===== config.mk =====
export PLATFORM = sky130hd
export DESIGN_NAME = car_request_filter
export DESIGN_NICKNAME = d
export VERILOG_FILES = /design/src/rtl/car_request_filter.sv
export SDC_FILE = /design/constraint.sdc
export NUM_CORES = 1
export LEC_CHECK = 0
export CORE_AREA = 2 2 77 79
export DETAILED_ROUTE_END_ITERATION = 12
export DIE_AREA = 0 0 79 81
export DONT_BUFFER_PORTS = 1
export GPL_TIMING_DRIVEN = 0
export SLEW_MARGIN = 30
export SYNTH_ARGS = -nofsm -noshare
export SYNTH_HDL_FRONTEND = slang
export SYNTH_SLANG_ARGS = --single-unit

===== constraint.sdc =====
create_clock -name clk -period 4.4 [get_ports clk]
set_input_delay 0.44 -clock clk [delete_from_list [all_inputs] [get_ports clk]]
set_output_delay 0.44 -clock clk [all_outputs]
set_load 0.05 [all_outputs]

===== src/rtl/car_request_filter.sv =====
// Road-loop front end: synchronizes and debounces sensor_raw, holds a car request until ack,
// then defers retriggers for a holdoff window. Optional arrival counter under `CAR_COUNT_EN`.
`timescale 1ns/1ps
module car_request_filter #(
  parameter int unsigned DEBOUNCE_CYCLES = 500000,
  parameter int unsigned HOLDOFF_CYCLES  = 50000000,
  parameter int unsigned CNT_W           = 8
) (
  input  logic             clk,
  input  logic             reset,
  input  logic             sensor_raw,
  input  logic             ack,
  output logic             car,
  output logic             sensor_clean,
  output logic [CNT_W-1:0] car_count
);

  localparam int unsigned DB_W = $clog2(DEBOUNCE_CYCLES);
  localparam int unsigned HO_W = (HOLDOFF_CYCLES > 1) ? $clog2(HOLDOFF_CYCLES) : 1;
  localparam logic [DB_W-1:0] DB_LAST = DB_W'(DEBOUNCE_CYCLES - 1);
  localparam logic [HO_W-1:0] HO_LOAD = HO_W'(HOLDOFF_CYCLES - 1);

  typedef enum logic [1:0] {
    IDLE    = 2'd0,
    PENDING = 2'd1,
    HOLDOFF = 2'd2
  } state_t;

  logic            sync1_q, sync1_d;
  logic            sync_q, sync_d;
  logic            clean_q, clean_d;
  logic            clean_prev_q, clean_prev_d;
  logic [DB_W-1:0] db_cnt_q, db_cnt_d;
  logic [HO_W-1:0] ho_cnt_q, ho_cnt_d;
  state_t          state_q, state_d;
  logic            sticky_q, sticky_d;
  logic            car_q, car_d;
  logic            arrival;

  assign arrival = clean_q & ~clean_prev_q;

  // Synchronizer and debounce: sensor_clean follows sync_q only after a full stable window
  always_comb begin
    sync1_d      = sensor_raw;
    sync_d       = sync1_q;
    clean_prev_d = clean_q;
    clean_d      = clean_q;
    db_cnt_d     = '0;
    if (sync_q != clean_q) begin
      if (db_cnt_q == DB_LAST) begin
        clean_d = sync_q;
      end else begin
        db_cnt_d = db_cnt_q + DB_W'(1);
      end
    end
  end

  // Request FSM; an arrival in the same cycle as ack is remembered as sticky
  always_comb begin
    state_d  = state_q;
    sticky_d = sticky_q;
    ho_cnt_d = ho_cnt_q;
    case (state_q)
      IDLE: begin
        if (arrival) state_d = PENDING;
      end
      PENDING: begin
        if (ack) begin
          state_d  = HOLDOFF;
          ho_cnt_d = HO_LOAD;
          sticky_d = arrival;
        end
      end
      HOLDOFF: begin
        if (arrival) sticky_d = 1'b1;
        if (ho_cnt_q == '0) begin
          state_d  = (sticky_q || arrival || clean_q) ? PENDING : IDLE;
          sticky_d = 1'b0;
        end else begin
          ho_cnt_d = ho_cnt_q - HO_W'(1);
        end
      end
      default: state_d = IDLE;
    endcase
    car_d = (state_d == PENDING);
  end

  always_ff @(posedge clk or posedge reset) begin
    if (reset) begin
      sync1_q      <= 1'b0;
      sync_q       <= 1'b0;
      clean_q      <= 1'b0;
      clean_prev_q <= 1'b0;
      db_cnt_q     <= '0;
      ho_cnt_q     <= '0;
      state_q      <= IDLE;
      sticky_q     <= 1'b0;
      car_q        <= 1'b0;
    end else begin
      sync1_q      <= sync1_d;
      sync_q       <= sync_d;
      clean_q      <= clean_d;
      clean_prev_q <= clean_prev_d;
      db_cnt_q     <= db_cnt_d;
      ho_cnt_q     <= ho_cnt_d;
      state_q      <= state_d;
      sticky_q     <= sticky_d;
      car_q        <= car_d;
    end
  end

  assign car          = car_q;
  assign sensor_clean = clean_q;

`ifdef CAR_COUNT_EN
  logic [CNT_W-1:0] cnt_q, cnt_d;

  // Saturating arrival counter
  always_comb begin
    cnt_d = cnt_q;
    if (arrival && (cnt_q != '1)) cnt_d = cnt_q + CNT_W'(1);
  end

  always_ff @(posedge clk or posedge reset) begin
    if (reset) cnt_q <= '0;
    else       cnt_q <= cnt_d;
  end

  assign car_count = cnt_q;
`else
  assign car_count = '0;
`endif

endmodule


==> metrics, run 1 <==
status completed; CTS tree done; Synth Area per Inst 9.85 µm²; drt total wl 5.28 mm; Worst R2R End ho_cnt_q[12]; setup_tns 0 ns; Clock Skew 0.00684 ns; Clock Latency Late Sink 0.31 ns; Slew Viols, Final 0; Reg2Reg Depth 5; top post-synthesis cells by count 53 x dfrtp_1, 37 x nor2_1, 21 x nand2_1; initial antenna violation count 0; FMAX 401 MHz; Synth top area share 48.4%; Top FF cell, synth dfrtp_1; crit path max fanout 8; share of cells above drive strength 1 10.5%; die area 0.00640 mm²; Core ar. 0.00568 mm²; worst hold slack 0.153 ns; Slew headroom 58.1%; slowest stage delay, CP 0.54 ns; FP Rows 28; vias per cell 5.41; Post-DRT Antenna Nets 0; CTS clock-pin slew for the worst setup and hold paths 0.10 ns; CTS buffer count 5; Startpoint Class flop; synthesized area 0.00274 mm²; DP HPWL 3.86 mm; Worst Max-Slew Pin Slew 0.629 ns; number of global-route vias before repair 1,956; post-synth top area cell dfrtp_1; Yosys cell types 45; Hold Path Origin sensor_raw; Max clock buf depth 2; Ports 14; Root Driver clkbuf_8; crit-path cells nor4_1 > nand4b_1 > o21ai_1 > nor3_1 > or3b_1; Max-cap violations 0; first-iteration detailed-routing DRC count 85; post-cts gate resize count 0; RR Startpoint ho_cnt_q[4]; Starting Density 48.2%; #FFs+latches synth 53; Hold Fails Final Rpt 0; EDFF count, synth 0; Die Width 79 µm; via count 2,002; largest cells by area after synthesis dfrtp_1 48%, nor2_1 5.1%, xnor2_1 4.8%, xor2_1 4.2%, nand2_1 2.9%; GRT overflow 0; cell family with most CP delay simple AND/OR/NAND/NOR gates; largest net degree at the start of global routing 44; global-route usage over all layers 18.7%; worst setup path startpoint ho_cnt_q[4]; sequential share of the synthesized area 48.4%; Final min period 2.49 ns; WP data arrival 2.68 ns; clk sink count 53; WL met2 2.70 mm; crit end category flop; Final nets 301; global-route wire length before repair 9.24 mm; Crit Path Class reg -> reg; Leak 1.12 nW; Pwr per Cell Area 304 mW/mm²; post-route DRC violation count 0; Max Used Layer met4; Final Cycle Share 56.7%; Die Y 81 µm; Port Buffer Count 0; VDD IR max 0.145 mV; Inserted Diodes 0; postcts setup bufs 0; H-tree depth 2; metal1 wirelength 2.38 mm; Worst path slowest cell o21ai_1; count leader, synth dfrtp_1; worst setup path end ho_cnt_q[12]; number of cells on the critical path 5; area delta synth->final 10.5%; met3 wire len 133 µm; routability cong. 0.825; Ys Warns 0; RSZ-0062 raised after global routing no; Buf/Inv on CP 0; Data required, critical path 4.59 ns; CTS Hold Bufs 1; Hold Crit Class in -> reg; drt pass-1 iters 4; Post-synth ARST share 100%; cell count after synthesis 278; # setup viols final 0; worst reg2reg setup slack 1.91 ns; DR WL/cell 14.3 µm
registers in the layout (all words and copies together), names as in the netlist:
name / flops
db_cnt_q: 19
clean_prev_q: 1
car: 1
sync_q: 1
sensor_clean: 1
ho_cnt_q: 26
sync1_q: 1
sticky_q: 1
state_q: 2
cells by family (layout without fill, tap and decap cells):
kind of cell    Yosys count  count (layout)  synth area share, %
compound gates           26              26                 6.17
xor+xnor                 28              28                 8.96
fa+ha+maj                 3               3                 1.37
buf+inv                  19              29                 3.70
flops                    53              53                 48.4
mux                       7               7                 2.65
other cells               1               8                0.137
simple gates            141             141                 28.6
report_power, final:
group / internal [mW] / switching (mW)
sequential: 0.490 / 0.00267
combinational: 0.0107 / 0.0308
clock: 0.226 / 0.160
routing by layer:
metal	global-route usage [%]	vias up
met2	33.7	22
met1	22.5	970
li1	-	1004
met5	0	-
met3	3.67	6
met4	6.38	0
worst min path at each step:
stage	end	slack, ns	depth (start not counted)
floorplan	sync_q	0.33	0
global placement	sync_q	0.33	0
detailed placement	db_cnt_q[2]	0.23	1
CTS	sync1_q	0.14	0
global route	sync1_q	0.13	0
finish	sync1_q	0.15	0
per-stage QoR:
step / worst slack [ns] / total power [mW] / area [µm²] / util (%) / std cells
after floorplan: 2.34 / 0.536 / 2760 / - / 285
after global placement: 1.94 / 0.540 / 2860 / 50.4 / 360
after detailed placement: 1.92 / 0.544 / 2880 / 50.7 / 361
after CTS: 1.91 / 0.933 / 3020 / 53.3 / 370
after global routing: 1.68 / 0.960 / 3020 / 53.3 / 370
final: 1.91 / 0.920 / 3020 / 53.3 / 370
cells in the final DEF, fill, tap and decap left out, types with 5 or more instances in the layout:
cell type	count
mux2i_1	5
dfrtp_1	53
nor2_1	37
nand2_1	21
clkbuf_1	5
xor2_1	13
nand3_1	10
xnor2_1	15
o21ai_0	9
conb_1	8
nor3_1	15
nand4_1	5
clkbuf_8	5
nor4_1	8
buf_4	8
and4_1	7
final cells by class:
| cell class | count | area [µm²] |
|---|---|---|
| fillers | 534 | 2650 |
| multi-input cells | 213 | 1340 |
| flip-flops and latches | 53 | 1330 |
| well taps | 75 | 93.8 |
| plain buffers | 14 | 82.6 |
| clock buffers | 5 | 68.8 |
| clock inverters | 3 | 65.1 |
| repair buffers | 2 | 30.0 |
| inverters | 5 | 21.3 |
worst reg2reg max path, delay by kind of cell (launching register included):
kind             cells  cell delay (ns)
flip-flops           1             0.43
AO/OA/AOI/OAI        1             0.54
AND/OR/NAND/NOR      4             1.40
Note: power is estimated with default switching activity, not from simulation.
==> run 2: changes to the inputs <==
clock period = 2.3 ns   (was 4.4 ns; I/O delays follow)
==> run 2 against run 1 <==
  * Cell count grew 1.4%
  * Non-clock buffer count grew 5
  * Clock power grew 91%
  * Clock skew grew 0.0013 ns
  * Sequential power grew 91%
  * Core utilization grew 1.5 points
  * Total power grew 91%
  * Critical endpoint is now ho_cnt_q[19]
  * Largest cell class unchanged
==> metrics, run 2 (same netlist as run 1, synthesis figures left out) <==
Die Y 81 µm (unchanged); VDD IR max 0.276 mV (was 0.145 mV); Leak 1.16 nW (was 1.12 nW); vias per cell 5.41 (about the same); number of global-route vias before repair 1,983 (was 1,956); initial antenna violation count 0 (unchanged); Most common cell on crit path or4_4; Crit Path Class reg -> reg (unchanged); status completed (unchanged); Most flops, register ho_cnt_q (unchanged); CTS clock-pin slew for the worst setup and hold paths 0.10 ns (about the same); dpl ws -0.180 ns (was 1.92 ns); share of cells above drive strength 1 13.7% (was 10.5%); # setup viols final 0 (unchanged); Clock Latency Late Sink 0.31 ns (about the same); Final Cycle Share 96.1% (was 56.7%); CTS buffer count 5 (unchanged); crit path max fanout 5 (was 8); most common cell after layout, fill and taps aside dfrtp_1 (unchanged); Worst path slowest cell or4_4 (was o21ai_1); FP Rows 28 (unchanged); Max-cap violations 0 (unchanged); worst hold slack 0.161 ns (was 0.153 ns); routability cong. 0.825 (unchanged); commonest non-fill, non-tap cells in the layout 53 x dfrtp_1, 37 x nor2_1, 21 x nand2_1 (unchanged); total power 1.76 mW (was 920 µW); DP HPWL 3.86 mm (unchanged); largest net degree at the start of global routing 44 (unchanged); crit-path cells or4_4 > or4_4 > nor4_2 > nand4_1 > nor2b_1 (was nor4_1 > nand4b_1 > o21ai_1 > nor3_1 > or3b_1); drt total wl 5.40 mm (was 5.28 mm); CTS tree done (unchanged); first-iteration detailed-routing DRC count 93 (was 85); Worst Max-Slew Pin Slew 0.628 ns (was 0.629 ns); slowest stage delay, CP 0.60 ns (was 0.54 ns); crit end category flop (unchanged); global-route usage over all layers 18.9% (was 18.7%); Startpoint Class flop (unchanged); worst setup margin 0.0886 ns (was 1.91 ns); Final min period 2.21 ns (was 2.49 ns); H-tree depth 2 (unchanged); Hold Fails Final Rpt 0 (unchanged); Data required, critical path 2.50 ns (was 4.59 ns); worst reg2reg setup slack 0.09 ns (was 1.91 ns); Slew headroom 58.1% (about the same); Max clock buf depth 2 (unchanged); WP data arrival 2.41 ns (was 2.68 ns); Ports 14 (unchanged); clk sink count 53 (unchanged); GRT overflow 0 (unchanged); FMAX 452 MHz (was 401 MHz); RSZ-0062 raised after global routing yes (was no); Core ar. 0.00568 mm² (unchanged); die area 0.00640 mm² (unchanged); DR WL/cell 14.4 µm (was 14.3 µm); global-route wire length before repair 9.29 mm (was 9.24 mm); Final Cell Area 0.00311 mm² (was 0.00302 mm²); Largest regs ho_cnt_q x26, db_cnt_q x19, state_q x2 (unchanged); Placed Area 0.00288 mm² (unchanged); Starting Density 48.2% (unchanged); Buf/Inv on CP 0 (unchanged); Root Driver clkbuf_8 (unchanged); area delta synth->final 13.5% (was 10.5%); Post-DRT Antenna Nets 0 (unchanged); Clock Skew 0.00815 ns (was 0.00684 ns); Die Width 79 µm (unchanged); Port Buffer Count 0 (unchanged); post-route DRC violation count 0 (unchanged); drt pass-1 iters 4 (unchanged); Slew Viols, Final 0 (unchanged); Final nets 306 (was 301); Pwr per Cell Area 567 mW/mm² (was 304 mW/mm²); cell family with most CP delay simple AND/OR/NAND/NOR gates (unchanged); max reg flops 26 (unchanged); via count 2,028 (was 2,002); Hold Crit Class in -> reg (unchanged); Inserted Diodes 0 (unchanged)
## run 2: changes by cell type in the layout (fill, tap and decap cells not counted), sizes merged
cell | before | now
clkbuf | 10 | 9
buf | 10 | 15
dlygate4sd3 | 1 | 2
## run 2: worst paths after layout
path	start	to	depth (start not counted)
worst max-delay path	ho_cnt_q[4]	ho_cnt_q[19]	5
worst min-delay path	ack	car	2
worst max register to register	ho_cnt_q[4]	ho_cnt_q[19]	5
worst min register to register	sync1_q	sync_q	0
max in group asynchronous	reset	db_cnt_q[16]	3
min in group asynchronous	reset	db_cnt_q[2]	2
## run 2: repair_timing
| item | CTS | global route |
|---|---|---|
| resized for setup | 2 | 5 |
| hold endpoints to repair | 54 | 0 |
| pin swaps | 2 | 0 |
| buffers inserted | 5 | 0 |
| endpoints found under the setup margin | 18 | 22 |
| hold buffers | 2 | 0 |
## run 2: layout make-up
type | instances | area [µm²]
Timing Repair Buffer | 8 | 77.6
Sequential cell | 53 | 1330
Fill cell | 527 | 2570
Clock buffer | 5 | 68.8
Buffer | 13 | 80.1
Tap cell | 75 | 93.8
Multi-Input combinational cell | 213 | 1370
Inverter | 5 | 21.3
Clock inverter | 3 | 65.1
## run 2: routing by layer
layer  global-route usage [%]  up-vias  wire length (µm)
met5                        0        -                 0
met4                     6.21        0                69
met3                     3.67        6               112
met2                     34.2       16              2770
met1                     22.6      991              2440
li1                         -     1015                 -
## run 2: per-stage QoR
step / TNS [ns] / std cells / util, %
after floorplan: 0 / 285 / -
final: 0 / 375 / 54.7
after detailed placement: -1.25 / 361 / 50.7
after global routing: -0.0214 / 375 / 54.7
after CTS: 0 / 376 / 54.2
after global placement: -1.52 / 360 / 50.4
## run 2: power by group
group / internal, mW / switching (mW) / total, mW
clock: 0.432 / 0.307 / 0.739
combinational: 0.0217 / 0.0590 / 0.0806
sequential: 0.937 / 0.00514 / 0.942
==> run 3: changes to the inputs <==
ABC_AREA = 1   (was not set)
CORE_AREA = 2 2 73 102   (was 2 2 77 79)
DIE_AREA = 0 0 75 104   (was 0 0 79 81)
==> run 3 against run 2 <==
  * Worst setup slack better by 0.28 ns
  * Non-clock buffer count shrank 1
  * Die area up 22%
  * Area after synthesis up 23%
  * Highest routed layer unchanged
==> metrics, run 3 <==
drt pass-1 iters 5 (was 4); Hold Fails Final Rpt 0 (unchanged); commonest non-fill, non-tap cells in the layout 120 x nand2_1, 86 x nor2_1, 58 x nand3_1 (was 53 x dfrtp_1, 37 x nor2_1, 21 x nand2_1); Data required, critical path 2.51 ns (was 2.50 ns); dpl ws 0.378 ns (was -0.180 ns); Final nets 495 (was 306); largest cells by area after synthesis dfrtp_1 40%, nand2_1 13%, nor2_1 9.6%, nand3_1 8.7%, inv_1 5.3% (was dfrtp_1 48%, nor2_1 5.1%, xnor2_1 4.8%, xor2_1 4.2%, nand2_1 2.9%); number of global-route vias before repair 2,935 (was 1,983); initial antenna violation count 0 (unchanged); Worst path slowest cell dfrtp_1 (was or4_4); Pwr per Cell Area 459 mW/mm² (was 567 mW/mm²); global-route usage over all layers 22.4% (was 18.9%); area delta synth->final 8.91% (was 13.5%); DR WL/cell 13.7 µm (was 14.4 µm); post-cts gate resize count 0 (was 2); Die Y 104 µm (was 81 µm); vias per cell 5.11 (was 5.41); VDD IR max 0.305 mV (was 0.276 mV); Ys Warns 0 (unchanged); slowest stage delay, CP 0.39 ns (was 0.60 ns); Worst Max-Slew Pin Slew 0.570 ns (was 0.628 ns); Largest regs ho_cnt_q x26, db_cnt_q x19, state_q x2 (unchanged); most common cell after layout, fill and taps aside nand2_1 (was dfrtp_1); worst hold slack 0.0679 ns (was 0.161 ns); Most common cell on crit path nand2_1 (was or4_4); met3 usage 3.00% (was 3.67%); drt total wl 8.01 mm (was 5.40 mm); DP HPWL 6.16 mm (was 3.86 mm); FP Rows 36 (was 28); Final Cycle Share 84.0% (was 96.1%); Inserted Diodes 0 (unchanged); CTS tree done (unchanged); Starting Density 48.7% (was 48.2%); worst setup margin 0.369 ns (was 0.0886 ns); Core ar. 0.00689 mm² (was 0.00568 mm²); #FFs+latches synth 53 (unchanged); Leak 1.74 nW (was 1.16 nW); global-route wire length before repair 13.6 mm (was 9.29 mm); top post-synthesis cells by count 120 x nand2_1, 86 x nor2_1, 58 x nand3_1 (was 53 x dfrtp_1, 37 x nor2_1, 21 x nand2_1); post-synth top area cell dfrtp_1 (unchanged); Post-synth ARST share 100% (unchanged); Crit Path Class reg -> reg (unchanged); gr busiest metal met2 (unchanged); met1 capacity usage during global routing 23.7% (was 22.6%); Placed Area 0.00352 mm² (was 0.00288 mm²); share of cells above drive strength 1 10.0% (was 13.7%); Die Width 75 µm (was 79 µm); die area 0.00780 mm² (was 0.00640 mm²); Slew headroom 62.0% (was 58.1%); Final Cell Area 0.00365 mm² (was 0.00311 mm²); CTS clock-pin slew for the worst setup and hold paths 0.10 ns (about the same); register area 0.00133 mm² (unchanged); cell count after synthesis 471 (was 278); footprint of the multi-input gates 0.00172 mm² (was 0.00137 mm²); Synth Area per Inst 7.12 µm² (was 9.85 µm²); crit-path cells inv_1 > ha_1 > nand2_1 > nor2_1 > nand2_1 > xor2_1 > nor2_1 > nand2_1 > nand2_1 (was or4_4 > or4_4 > nor4_2 > nand4_1 > nor2b_1); via count 2,983 (was 2,028); Final min period 1.93 ns (was 2.21 ns); crit path max fanout 7 (was 5); post-route DRC violation count 0 (unchanged); clk sink count 53 (unchanged); Hold Crit Class in -> reg (unchanged); Clock Latency Late Sink 0.31 ns (about the same); setup_tns 0 ns (unchanged); Synth top area share 39.5% (was 48.4%); Port Buffer Count 0 (unchanged); Root Driver clkbuf_8 (unchanged); sequential share of the synthesized area 39.5% (was 48.4%); RSZ-0062 raised after global routing no (was yes); Yosys cell types 32 (was 45); Startpoint Class flop (unchanged); total power 1.68 mW (was 1.76 mW); FMAX 518 MHz (was 452 MHz); Post-DRT Antenna Nets 0 (unchanged); Slew Viols, Final 0 (unchanged); count leader, synth nand2_1 (was dfrtp_1); synthesized area 0.00335 mm² (was 0.00274 mm²); Top FF cell, synth dfrtp_1 (unchanged); Global Route met2 Usage 41.4% (was 34.2%); crit end category flop (unchanged); Max clock buf depth 2 (unchanged); Clock Skew 0.0106 ns (was 0.00815 ns); CTS buffer count 5 (unchanged); WP data arrival 2.15 ns (was 2.41 ns); status completed (unchanged); routability cong. 0.915 (was 0.825); GRT overflow 0 (unchanged); number of fill cells 673 (was 527); H-tree depth 2 (unchanged); Most flops, register ho_cnt_q (unchanged); largest net degree at the start of global routing 38 (was 44); first-iteration detailed-routing DRC count 120 (was 93); Ports 14 (unchanged); # setup viols final 0 (unchanged); Max-cap violations 0 (unchanged); EDFF count, synth 0 (unchanged); max reg flops 26 (unchanged)
[run 3: cell types whose count changed in the layout (fill, tap and decap cells not counted), moves of 14 or more]
cell and change:
inv_1 +42, nand2_1 +99, nand3_1 +48, nand4_1 +15, nor2_1 +49, xnor2_1 -14
[run 3: worst paths after layout]
check	startpoint	end	slack, ns	cells after the start
max in group asynchronous	reset	ho_cnt_q[3]	1.51	3
min reg2reg	sync1_q	sync_q	0.36	0
min in group asynchronous	reset	db_cnt_q[8]	0.32	2
max	ho_cnt_q[0]	ho_cnt_q[16]	0.37	9
max reg2reg	ho_cnt_q[0]	ho_cnt_q[16]	0.37	9
min	ack	state_q[0]	0.07	1
[run 3: kinds of logic (layout without fill, tap and decap cells)]
group,after synthesis,in the layout,synth area share (%)
fa+ha+maj,3,3,1.12
other cells,1,8,0.112
compound gates,25,25,4.81
simple gates,309,309,41.1
flops,53,53,39.5
buf+inv,67,78,9.92
xor+xnor,13,13,3.39
[run 3: what timing repair did]
item / in CTS / in global routing
buffers inserted: 0 / 0
endpoints found under the setup margin: 0 / 0
hold buffers: 2 / 0
endpoints found under the hold margin: 17 / 0
[run 3: where the power goes]
group,internal [mW],switching [mW]
Clock,0.327,0.320
Sequential,0.938,0.00642
Combinational,0.0216,0.0629
Total,1.29,0.390
[run 3: through the flow]
stage	instances	util, %
after floorplan	478	-
after global placement	573	50.8
after detailed placement	574	51.1
after CTS	584	53.0
after global routing	584	53.0
final	584	53.0
[run 3: metal layers]
layer | share of wire, % | vias up
met5 | 0 | -
met2 | 55 | 58
met3 | 2.5 | 22
li1 | - | 1532
met4 | 3.7 | 0
met1 | 39 | 1371
[run 3: layout make-up]
class	count	area share [%]
tap	95	3.25
clock inverter	2	1.06
inverter	50	5.21
sequential	53	36.3
timing repair buffer	3	1.10
buffer	17	3.97
clock buffer	6	1.99
multi-input combinational	358	47.1
[run 3: worst max-delay path: cells and delay by family (launching register included)]
kind / cells / cell delay (ns)
adders and majority gates: 1 / 0.33
DFF: 1 / 0.39
xor gates and xnor gates: 1 / 0.15
buffers and inverters: 1 / 0.21
and+or+nand+nor: 6 / 0.76
